===== src/rtl/cobro_bebidas.sv =====
// Drink vending payment controller: accepts 5/10-unit coins, charges coffee
// or tea, drives the brewing controller start pulses and refunds leftover
// credit one 5-unit coin per cycle. All outputs are registered.
module cobro_bebidas #(
    parameter int unsigned PRECIO_CAFE = 15,
    parameter int unsigned PRECIO_TE   = 10,
    parameter int unsigned CREDITO_MAX = 40,
    parameter int unsigned TIMEOUT     = 200
) (
    input  logic       clk,
    input  logic       rst,
    input  logic       moneda_5,
    input  logic       moneda_10,
    input  logic       sel_cafe,
    input  logic       sel_te,
    input  logic       cancelar,
    input  logic       hay_agua,
    input  logic       hay_materia,
    input  logic       listo_prep,
    output logic       iniciar_cafe,
    output logic       iniciar_te,
    output logic [5:0] credito,
    output logic       devolver,
    output logic       rechazo,
    output logic       ocupado
);

    typedef enum logic [2:0] {
        IDLE,
        CREDITO,
        INICIO,
        PREPARANDO,
        CAMBIO
    } estado_t;

    localparam int unsigned TW     = (TIMEOUT > 1) ? $clog2(TIMEOUT) : 1;
    localparam logic [TW-1:0] TMAX = TW'(TIMEOUT - 1);
    localparam logic [5:0] P_CAFE  = 6'(PRECIO_CAFE);
    localparam logic [5:0] P_TE    = 6'(PRECIO_TE);
    localparam logic [6:0] MAX7    = 7'(CREDITO_MAX);

    estado_t       estado_q;
    logic [TW-1:0] tmr_q;
    logic [5:0]    credito_q;
    logic          iniciar_cafe_q;
    logic          iniciar_te_q;
    logic          devolver_q;
    logic          rechazo_q;
    logic          ocupado_q;

    logic       hay_moneda;
    logic       moneda_ok;
    logic       moneda_rej;
    logic [6:0] suma;
    logic [5:0] credito_moneda;
    logic       sel_ok;
    logic [5:0] precio;

    // Coin acceptance and selection qualification for the current credit
    always_comb begin
        hay_moneda     = moneda_5 | moneda_10;
        moneda_ok      = 1'b0;
        moneda_rej     = 1'b0;
        suma           = {1'b0, credito_q};
        credito_moneda = credito_q;
        if (moneda_10) begin
            suma = {1'b0, credito_q} + 7'd10;
            // the 5 is always lost when both coins arrive together
            moneda_rej = moneda_5;
            if (suma <= MAX7) begin
                moneda_ok = 1'b1;
            end else begin
                moneda_rej = 1'b1;
            end
        end else if (moneda_5) begin
            suma = {1'b0, credito_q} + 7'd5;
            if (suma <= MAX7) begin
                moneda_ok = 1'b1;
            end else begin
                moneda_rej = 1'b1;
            end
        end
        credito_moneda = suma[5:0];

        // coffee wins when both buttons are pressed
        precio = sel_cafe ? P_CAFE : P_TE;
        sel_ok = (sel_cafe | sel_te) & hay_agua & hay_materia & (credito_q >= precio);
    end

    // Main controller FSM with registered pulse outputs
    always_ff @(posedge clk) begin
        if (rst) begin
            estado_q       <= IDLE;
            tmr_q          <= '0;
            credito_q      <= '0;
            iniciar_cafe_q <= 1'b0;
            iniciar_te_q   <= 1'b0;
            devolver_q     <= 1'b0;
            rechazo_q      <= 1'b0;
            ocupado_q      <= 1'b0;
        end else begin
            iniciar_cafe_q <= 1'b0;
            iniciar_te_q   <= 1'b0;
            devolver_q     <= 1'b0;
            rechazo_q      <= 1'b0;
            case (estado_q)
                IDLE: begin
                    rechazo_q <= moneda_rej;
                    if (moneda_ok) begin
                        credito_q <= credito_moneda;
                        tmr_q     <= '0;
                        estado_q  <= CREDITO;
                    end
                end
                CREDITO: begin
                    if (cancelar) begin
                        rechazo_q <= hay_moneda;
                        estado_q  <= CAMBIO;
                        ocupado_q <= 1'b1;
                    end else if (sel_ok) begin
                        rechazo_q      <= hay_moneda;
                        credito_q      <= credito_q - precio;
                        iniciar_cafe_q <= sel_cafe;
                        iniciar_te_q   <= ~sel_cafe;
                        estado_q       <= INICIO;
                        ocupado_q      <= 1'b1;
                    end else begin
                        rechazo_q <= moneda_rej;
                        if (moneda_ok) begin
                            credito_q <= credito_moneda;
                            tmr_q     <= '0;
                        end else if (tmr_q == TMAX) begin
                            estado_q  <= CAMBIO;
                            ocupado_q <= 1'b1;
                        end else begin
                            tmr_q <= tmr_q + 1'b1;
                        end
                    end
                end
                INICIO: begin
                    rechazo_q <= hay_moneda;
                    estado_q  <= PREPARANDO;
                end
                PREPARANDO: begin
                    rechazo_q <= hay_moneda;
                    if (listo_prep) begin
                        if (credito_q != '0) begin
                            estado_q <= CAMBIO;
                        end else begin
                            estado_q  <= IDLE;
                            ocupado_q <= 1'b0;
                        end
                    end
                end
                CAMBIO: begin
                    rechazo_q <= hay_moneda;
                    if (credito_q != '0) begin
                        devolver_q <= 1'b1;
                        credito_q  <= credito_q - 6'd5;
                    end
                    // last coin leaves this cycle: return to IDLE on the same edge
                    if (credito_q <= 6'd5) begin
                        estado_q  <= IDLE;
                        ocupado_q <= 1'b0;
                    end
                end
                default: begin
                    estado_q  <= IDLE;
                    ocupado_q <= 1'b0;
                end
            endcase
        end
    end

    assign iniciar_cafe = iniciar_cafe_q;
    assign iniciar_te   = iniciar_te_q;
    assign credito      = credito_q;
    assign devolver     = devolver_q;
    assign rechazo      = rechazo_q;
    assign ocupado      = ocupado_q;

endmodule

===== config.mk =====
export PLATFORM = sky130hd
export DESIGN_NAME = cobro_bebidas
export DESIGN_NICKNAME = d
export VERILOG_FILES = /design/src/rtl/cobro_bebidas.sv
export SDC_FILE = /design/constraint.sdc
export NUM_CORES = 1
export LEC_CHECK = 0
export ABC_AREA = 1
export CAP_MARGIN = 25
export CORE_MARGIN = 3
export CORE_UTILIZATION = 52
export DETAILED_ROUTE_END_ITERATION = 6
export PLACE_DENSITY = 0.89
export SLEW_MARGIN = 10
export SYNTH_ARGS = -nofsm -noshare
export SYNTH_HDL_FRONTEND = slang
export SYNTH_SLANG_ARGS = --single-unit

===== constraint.sdc =====
create_clock -name clk -period 2.2 [get_ports clk]
set_input_delay 0.44 -clock clk [delete_from_list [all_inputs] [get_ports clk]]
set_output_delay 0.44 -clock clk [all_outputs]
set_load 0.02 [all_outputs]

==> summary.txt <==
Logic synthesis
  – Commonest cells post-synth: nand2_1 (79), inv_1 (36), nor2_1 (34)
  – Primary FF master, synth: dfxtp_1
  – Netlist cell types: 40
  – Top cell type's share of synthesized area: 20.9%
  – YS warnings: 0
  – Synth Area in XOR/XNOR: 4.15%
  – Sequential area share after synthesis: 20.9%
  – Largest family of logic cells by synthesized area: simple AND/OR/NAND/NOR gates
  – Synth async-reset ratio: 0%
  – Synth Area in Simple Gates: 41.8%
  – Mapped Area: 2110 um^2
  – Compound-Gate Fraction of Synth Area: 15.2%
  – Number of flops mapped to enable cells by yosys: 0
  – Leading area contributor after synthesis: dfxtp_1
  – Area contributors post-synth: dfxtp_1 (21%), nand2_1 (14%), ha_1 (7.1%)
  – Mux share of post-synthesis cell area: 0%
  – Syn Inst Count: 320
  – Mean Syn Cell Area: 6.59 um^2
  – Net Count, Synth: 342
  – Top-count cell post-synth: nand2_1
  – Post-Synth Adder-Cell Area: 7.12%
  – Synthesized flop and latch total: 22

Global route
  – Vias in the first global route: 2203
  – Congestion Overflow GR: 0
  – GRT Util Overall: 23.0%
  – Largest net degree at the start of global routing: 15
  – Initial antenna violation count: 0
  – First-pass GRT wire length: 9410 um

Power
  – Static Leak: 1.27 nW
  – Pwr Total: 0.00401 W
  – Power Density: 1520 nW/um^2
  – Maximum VDD drop: 0.955 mV

Drt
  – Vias: 2374
  – Routed WL: 6020 um
  – Wl on met1: 2450 um
  – Met2 wire length: 2840 um
  – Vias/cell: 5.75
  – Starting DRT DRC Count: 251
  – DRC viols: 0
  – Metal3 WL: 507 um
  – Iteration count of the initial detailed-routing pass: 5
  – Routed Antenna Nets: 0
  – Top Metal Used: met4
  – Routed wire per std cell: 14.6 um

Clock tree
  – Clk slew on worst S/H paths: 0.08 ns
  – CTS tree: done
  – # Post-CTS Setup Buffers: 0
  – Clock Latency Late Sink: 0.27 ns
  – Clock root cell: clkbuf_8
  – CTS H-tree depth: 1
  – Number of CTS-inserted buffers: 3
  – Clock sink count: 22
  – Max clock buf depth: 2

Layout
  – ANT cells: 0
  – Final net count: 388
  – Post-Layout Cell Count: 413
  – Fraction of layout cells with a size suffix above 1: 22.2%
  – Final Core Density: 70.0%
  – Layout Area Growth over Synthesis: 25.1%

Job
  – Maxcap violations: 0

STA
  – Final TNS setup: 0 ns
  – Max Fclk: 479 MHz
  – Final hold vios: 0
  – Worst Tran Pin Value: 0.496 ns
  – Setup violators final: 0
  – Minimum clock period: 2.09 ns
  – Period utilisation layout: 94.9%
  – Rel. slew slack: 66.8%
  – Slew Viols, Final: 0
  – Worst Skew: 0.00372 ns

Setup path
  – CP Data Arrival Time: 2.25 ns
  – Setup CP Type: in2reg
  – Critical Path Sink Type: register
  – Largest fanout on the critical path: 9
  – CP required: 2.37 ns
  – CP Launch Type: input port

Placement
  – HPWL Detailed: 4250 um
  – GP Congestion: 0.921
  – Post-placement cell count: 409
  – Number of buffers added on ports: 20

Floorplan
  – Initial Utilization: 55.9%
  – # IOs: 21
  – Die area: 4860 um^2
  – Row cnt: 22
  – Core ar.: 3770 um^2
  – Die width: 69.7 um
  – Die Y: 69.7 um

Outcome
  – Status: finished, final reports clean

Worst hold path
  – Tightest Hold Check Type: reg2reg
## per-stage QoR
| stage | hold slack, ns | setup WS [ns] | area [um^2] |
|---|---|---|---|
| detailed placement | 0.501 | -0.379 | 2520 |
| finish | 0.522 | 0.112 | 2640 |
| floorplan | 0.506 | 0.0554 | 2110 |
| global route | 0.574 | -0.0520 | 2640 |
| CTS | 0.526 | 0.0499 | 2610 |
| global placement | 0.506 | -0.304 | 2520 |
## final cells by class
| class | instances | area, um^2 |
|---|---|---|
| tap | 48 | 60.1 |
| sequential | 22 | 444 |
| timing repair buffer | 50 | 424 |
| inverter | 40 | 153 |
| fill | 281 | 1130 |
| clock inverter | 1 | 30.0 |
| clock buffer | 3 | 41.3 |
| multi-input combinational | 249 | 1490 |
## worst paths after layout
path / slack [ns] / endpoint / cells after the start / from
setup / recovery: 0.11 / tmr_q[3] / 16 / sel_cafe
hold / removal: 0.52 / ocupado / 2 / ocupado
setup reg to reg: 0.13 / credito[5] / 15 / credito[0]
hold reg to reg: 0.52 / ocupado / 2 / ocupado
## flip-flops by register name, summed over array words and instances (netlist names)
name,flops
rechazo,1
devolver,1
credito,6
ocupado,1
iniciar_cafe,1
estado_q,3
iniciar_te,1
tmr_q,8
## metal layers
metal	global-route usage, %	vias to the layer above
met3	2.75	27
met1	29.0	1071
met2	39.2	134
li1	-	1142
met4	9.79	0
met5	0	-
## report_power, final
part           switching (W)  leakage, nW  internal [W]
combinational        0.00170         1.06       0.00114
clock               0.000142       0.0357      0.000243
sequential          0.000233        0.182      0.000563
## kinds of logic (layout without fill, tap and decap cells)
kind of cell             count (synthesis)  count (layout)
XOR/XNOR                                10              10
adder cells (fa/ha/maj)                 12              12
flip-flops                              22              22
buffers and inverters                   49              94
AO/OA/AOI/OAI                           52              52
AND/OR/NAND/NOR                        175             175
## critical path: stages
cell and delay, ns:
dlygate4sd2_1 0.26, ha_1 0.20, inv_1 0.07, ha_1 0.18, nand2_1 0.07, nand2_1 0.06
nand2_1 0.07, nand3_1 0.12, nand2_2 0.09, nand2_2 0.12, nor2_4 0.05, nand2_4 0.10
nand2_8 0.08, buf_4 0.15, a21oi_2 0.14, nor2_2 0.06
## cell usage in the layout, fill, tap and decap left out, drive strengths merged, types with 3 or more instances in the layout
cell type / count
nand2: 87
nor2: 42
inv: 40
nand3: 32
buf: 30
dfxtp: 22
a21oi: 21
clkdlybuf4s50: 19
o21ai: 16
ha: 12
xor2: 9
nand4: 7
o211ai: 4
o22ai: 3
clkbuf: 3
## repair_timing
item,CTS,global route
pin swaps,1,1
hold buffers,0,0
cloned,0,0
gates resized for setup,4,10
setup endpoints to repair,14,17
Note: power is estimated with default switching activity, not from simulation.
